--- config.mk ---
export PLATFORM = sky130hd
export DESIGN_NAME = binary_up_counter
export DESIGN_NICKNAME = d
export VERILOG_FILES = /design/src/rtl/binary_up_counter.sv
export SDC_FILE = /design/constraint.sdc
export NUM_CORES = 1
export LEC_CHECK = 0
export CELL_PAD_IN_SITES_DETAIL_PLACEMENT = 2
export CELL_PAD_IN_SITES_GLOBAL_PLACEMENT = 2
export CORE_MARGIN = 3
export CORE_UTILIZATION = 26
export DETAILED_ROUTE_END_ITERATION = 8
export PLACE_DENSITY = 0.78
export SLEW_MARGIN = 30
export SYNTH_ARGS = -nofsm -noshare
export SYNTH_HDL_FRONTEND = slang
export SYNTH_SLANG_ARGS = --single-unit
--- constraint.sdc ---
create_clock -name clk -period 1.57 [get_ports clk]
set_input_delay 0.314 -clock clk [delete_from_list [all_inputs] [get_ports clk]]
set_output_delay 0.314 -clock clk [all_outputs]
set_load 0.005 [all_outputs]
--- src/rtl/binary_up_counter.sv ---
// rtl/binary_up_counter.sv - free-running binary up-counter with Gray copy, wrap pulse and wrap tally
// Side-band status (tc, wrap, wrap_cnt) is for downstream timing and sequencing logic.
module binary_up_counter #(
  parameter int                 WIDTH   = 4,
  parameter logic [WIDTH-1:0]   RST_VAL = '0,
  parameter int                 WRAP_W  = 8
) (
  input  logic              clk,
  input  logic              rst,
  output logic [WIDTH-1:0]  count,
  output logic [WIDTH-1:0]  count_gray,
  output logic              tc,
  output logic              wrap,
  output logic [WRAP_W-1:0] wrap_cnt
);

  localparam logic [WIDTH-1:0]  MAX_VAL  = '1;
  localparam logic [WRAP_W-1:0] TALLY_MAX = '1;

  logic [WIDTH-1:0]  r_count;
  logic [WIDTH-1:0]  r_gray;
  logic              r_wrap;
  logic [WRAP_W-1:0] r_wrap_cnt;

  logic [WIDTH-1:0]  w_next;
  logic              w_at_max;
  logic              w_tally_full;

  function automatic logic [WIDTH-1:0] to_gray(input logic [WIDTH-1:0] b);
    return b ^ (b >> 1);
  endfunction

  assign w_at_max     = (r_count == MAX_VAL);
  assign w_tally_full = (r_wrap_cnt == TALLY_MAX);
  assign w_next       = r_count + WIDTH'(1);

  // Gray is derived from the next count so it lands on the same edge as count.
  always_ff @(posedge clk) begin
    if (rst) begin
      r_count    <= RST_VAL;
      r_gray     <= to_gray(RST_VAL);
      r_wrap     <= 1'b0;
      r_wrap_cnt <= '0;
    end else begin
      r_count <= w_next;
      r_gray  <= to_gray(w_next);
      r_wrap  <= w_at_max;
      if (w_at_max && !w_tally_full) begin
        r_wrap_cnt <= r_wrap_cnt + WRAP_W'(1);
      end
    end
  end

  assign count      = r_count;
  assign count_gray = r_gray;
  assign tc         = w_at_max;
  assign wrap       = r_wrap;
  assign wrap_cnt   = r_wrap_cnt;

endmodule

==> results.txt <==
----------------------------------------------------
[Place]
  Detail Placement HPWL ... about 1300 microns
  Global placer's final weighted congestion ... between 0.7 and 0.8
  Count of port buffers added during placement ... 19
  Placed instance count ... roughly 130

[Floorplan]
  Width of the chip ... approximately 57 microns
  Number of top-level pins ... 20
  Die footprint ... between 3000 and 4000 sq um
  Initial Utilization ... between 20% and 30%
  Site row count ... 18
  Placeable core area ... about 2500 sq um
  DIE HEIGHT ... about 57 microns

[Clock tree]
  Clock latency on the worst-skew pair ... about 300 ps
  Number of buffers inserted during clock tree synthesis ... 3
  Clock slew at reported path FFs ... approximately 110 ps
  Count of hold-fix buffers inserted at cts ... 0
  CTS Sinks ... 16
  Clock tree root buffer cell ... sky130_fd_sc_hd__clkbuf_4
  H-Tree Level Count ... 1
  Clock tree from TritonCTS ... built
  Largest buffer count on any clock path ... 2

[STA]
  Total of endpoints with negative setup slack in the final report ... 0
  Relative slew margins ... ~80%
  Max frequency ... 659 MHz
  Maximum clock skew at final layout ... 7.98 ps
  Final period utilization ... a little over nine tenths
  Slew @ Worst Pin ... 303 ps
  Pins Over Slew Limit ... 0
  Final Hold Violating Endpoints ... 0
  Final worst path period need ... 1520 ps
  Final hold slack ... 482 ps

[GRT]
  Number of antenna violations at the first check in global routing ... 0
  GRT Overall Usage ... 12.9%
  First-pass GRT wire length ... 3280 microns
  Total gr overflow ... 0
  Via count of the first global-routing pass ... between 600 and 700
  Largest net degree at the start of global routing ... 16

[Finish]
  Reg area ... about 340 sq um
  # fillers ... ~280
  Area Overhead vs Synth ... 54.5%
  Final Instance Count excl. Fillers ... 136
  Ratio of cells with drive above 1 in the final layout ... between 30% and 40%
  Net count, final ... 111
  Antenna diodes ... 0
  Post-layout utilization of the core ... 42.4%
  Multi-input logic area ... about 360 sq um

[Critical path]
  Critical path buffers and inverters ... 1
  Worst setup slack for register-to-register paths ... 160 ps
  Critical path depth ... 1
  Highest cell delay on the worst timing path ... between 500 and 600 ps
  Arrival time at the worst endpoint ... about 1200 ps
  Crit path capture type ... primary output
  Cells traversed along the worst timing path ... clkdlybuf4s50_1
  Top delay family on crit path ... buffers and inverters
  Critical path class ... flop to primary output
  Largest fanout on the critical path ... 6
  Depth of the worst register-to-register path ... 5
  Type of element launching the critical path ... flop
  Crit-path slowest cell ... sky130_fd_sc_hd__clkdlybuf4s50_1
  Worst EP required ... between 1000 and 1500 ps

[Logic synthesis]
  Synth cell types ... 27
  Area share of the leading cell type in the synthesized netlist ... a little under half
  Sequential area share after synthesis ... a little under half
  Number of enable-type register cells in the synthesized netlist ... 0
  FF+latch count, synth ... 16
  Main area contributors after synthesis ... sky130_fd_sc_hd__dfxtp_1 (47%), sky130_fd_sc_hd__xor2_1 (7.7%), sky130_fd_sc_hd__nor2_1 (6.0%), sky130_fd_sc_hd__ha_1 (3.6%), sky130_fd_sc_hd__mux2i_1 (2.9%)
  Syn_area_per_cell ... roughly 9.4 sq um
  Ys flop type ... sky130_fd_sc_hd__dfxtp_1
  Mapped Nets ... 77
  Top cell types by occurrence after synthesis ... sky130_fd_sc_hd__dfxtp_1 (16), sky130_fd_sc_hd__nor2_1 (11), sky130_fd_sc_hd__xor2_1 (6)
  Synth Instances ... between 70 and 80
  Cell Area, Synth ... 687 sq um
  Async set-reset flop share out of synthesis ... 0%
  Most frequent cell after synthesis ... sky130_fd_sc_hd__dfxtp_1
  Synth warn ... 0
  Cell taking the most area after synthesis ... sky130_fd_sc_hd__dfxtp_1

[Min path]
  Worst hold-check path type ... flop to flop
  Number of cells traversed by the worst hold path ... 1

[Route]
  Vias per inst ... 4.85
  Average wire per standard cell ... 14.5 microns
  Post-route antenna net violation count ... 0
  Drt drc ... 0
  1st-iter DRT viols ... 8
  Vias post-DR ... around 660
  Number of iterations in the first detailed-routing pass ... 4
  Routed WL ... 1980 microns

[Job]
  Number of max-capacitance violations reported ... 0

[Pwr]
  Peak VDD IR ... roughly 0.4 mV
  Power density over the cells ... between 700 and 800 nW/um^2
  Total Power ... around 820 uW
  Leakage ... roughly 0.45 nW

[Outcome]
  Status ... finished, final reports clean

----------------------------------------------------
registers in the layout, indices dropped and copies added, names as in the netlist:
register,count
count,4
wrap_cnt,8
wrap,1
count_gray,3
kinds of logic (layout without fill, tap and decap cells):
kind of cell / Yosys count / after routing / synth area share [%]
buffers and inverters: 4 / 37 / 3.82
AO/OA/AOI/OAI: 10 / 10 / 10.4
AND/OR/NAND/NOR: 32 / 32 / 23.7
flip-flops: 16 / 16 / 46.6
XOR/XNOR: 7 / 7 / 8.93
adder cells (fa/ha/maj): 2 / 2 / 3.64
multiplexers: 2 / 2 / 2.91
where the power goes:
part,total (mW),switching [mW],internal [mW]
Clock,0.291,0.150,0.141
Combinational,0.104,0.0427,0.0615
Sequential,0.429,0.00862,0.420
final timing paths:
path                                                from                       end
worst max register to register  wrap_cnt[0]$_SDFFE_PP0P_  wrap_cnt[5]$_SDFFE_PP0P_
worst min register to register  wrap_cnt[2]$_SDFFE_PP0P_  wrap_cnt[2]$_SDFFE_PP0P_
worst min-delay path            wrap_cnt[2]$_SDFFE_PP0P_  wrap_cnt[2]$_SDFFE_PP0P_
worst max-delay path            wrap_cnt[6]$_SDFFE_PP0P_               wrap_cnt[6]
worst reg2reg max path: stages (launching register included):
cell,delay (ps)
sky130_fd_sc_hd__dfxtp_2,360
sky130_fd_sc_hd__ha_1,220
sky130_fd_sc_hd__buf_4,160
sky130_fd_sc_hd__a22o_1,220
sky130_fd_sc_hd__a41oi_1,260
sky130_fd_sc_hd__nor3_1,90
placed cells by master (no fill, tap or decap), types with 2 or more instances in the layout:
master / Yosys / routed
sky130_fd_sc_hd__clkdlybuf4s50_1: 0 / 13
sky130_fd_sc_hd__buf_4: 1 / 13
sky130_fd_sc_hd__nor2_1: 11 / 11
sky130_fd_sc_hd__dfxtp_2: 0 / 10
sky130_fd_sc_hd__xor2_1: 6 / 6
sky130_fd_sc_hd__nand2_1: 4 / 4
sky130_fd_sc_hd__nor3_1: 4 / 4
sky130_fd_sc_hd__dfxtp_1: 16 / 4
sky130_fd_sc_hd__dlygate4sd2_1: 0 / 4
sky130_fd_sc_hd__nand4_1: 3 / 3
sky130_fd_sc_hd__nand3_1: 3 / 3
sky130_fd_sc_hd__a21oi_1: 3 / 3
sky130_fd_sc_hd__clkbuf_4: 0 / 3
sky130_fd_sc_hd__a211oi_1: 2 / 2
sky130_fd_sc_hd__mux2i_1: 2 / 2
sky130_fd_sc_hd__nor2b_1: 2 / 2
sky130_fd_sc_hd__dfxtp_4: 0 / 2
cell type report:
class / instances / share of cell area (%)
inverter: 1 / 0.354
multi-input combinational: 53 / 33.7
tap: 30 / 3.54
clock buffer: 4 / 3.42
sequential: 16 / 32.1
timing repair buffer: 32 / 26.9
layer usage:
metal,wire length (microns),global-route usage [%],vias up
li1,-,-,322
met1,924,16.0,328
met2,989,22.1,7
met3,39,1.58,2
met4,23,5.96,0
met5,0,0,-
what timing repair did:
action	CTS	global route
endpoints found under the setup margin	10	8
buffers inserted	3	1
resized for setup	15	9
per-stage QoR:
stage                     setup slack (ps)  setup TNS (ps)  area (sq um)
final                                 52.5               0          1060
after global routing                 -3.62           -3.62          1060
after CTS                             2.65               0          1030
after detailed placement              45.6               0           960
after global placement                78.1               0           960
after floorplan                        200               0           687
No activity file was read; power rests on OpenSTA's default activity.
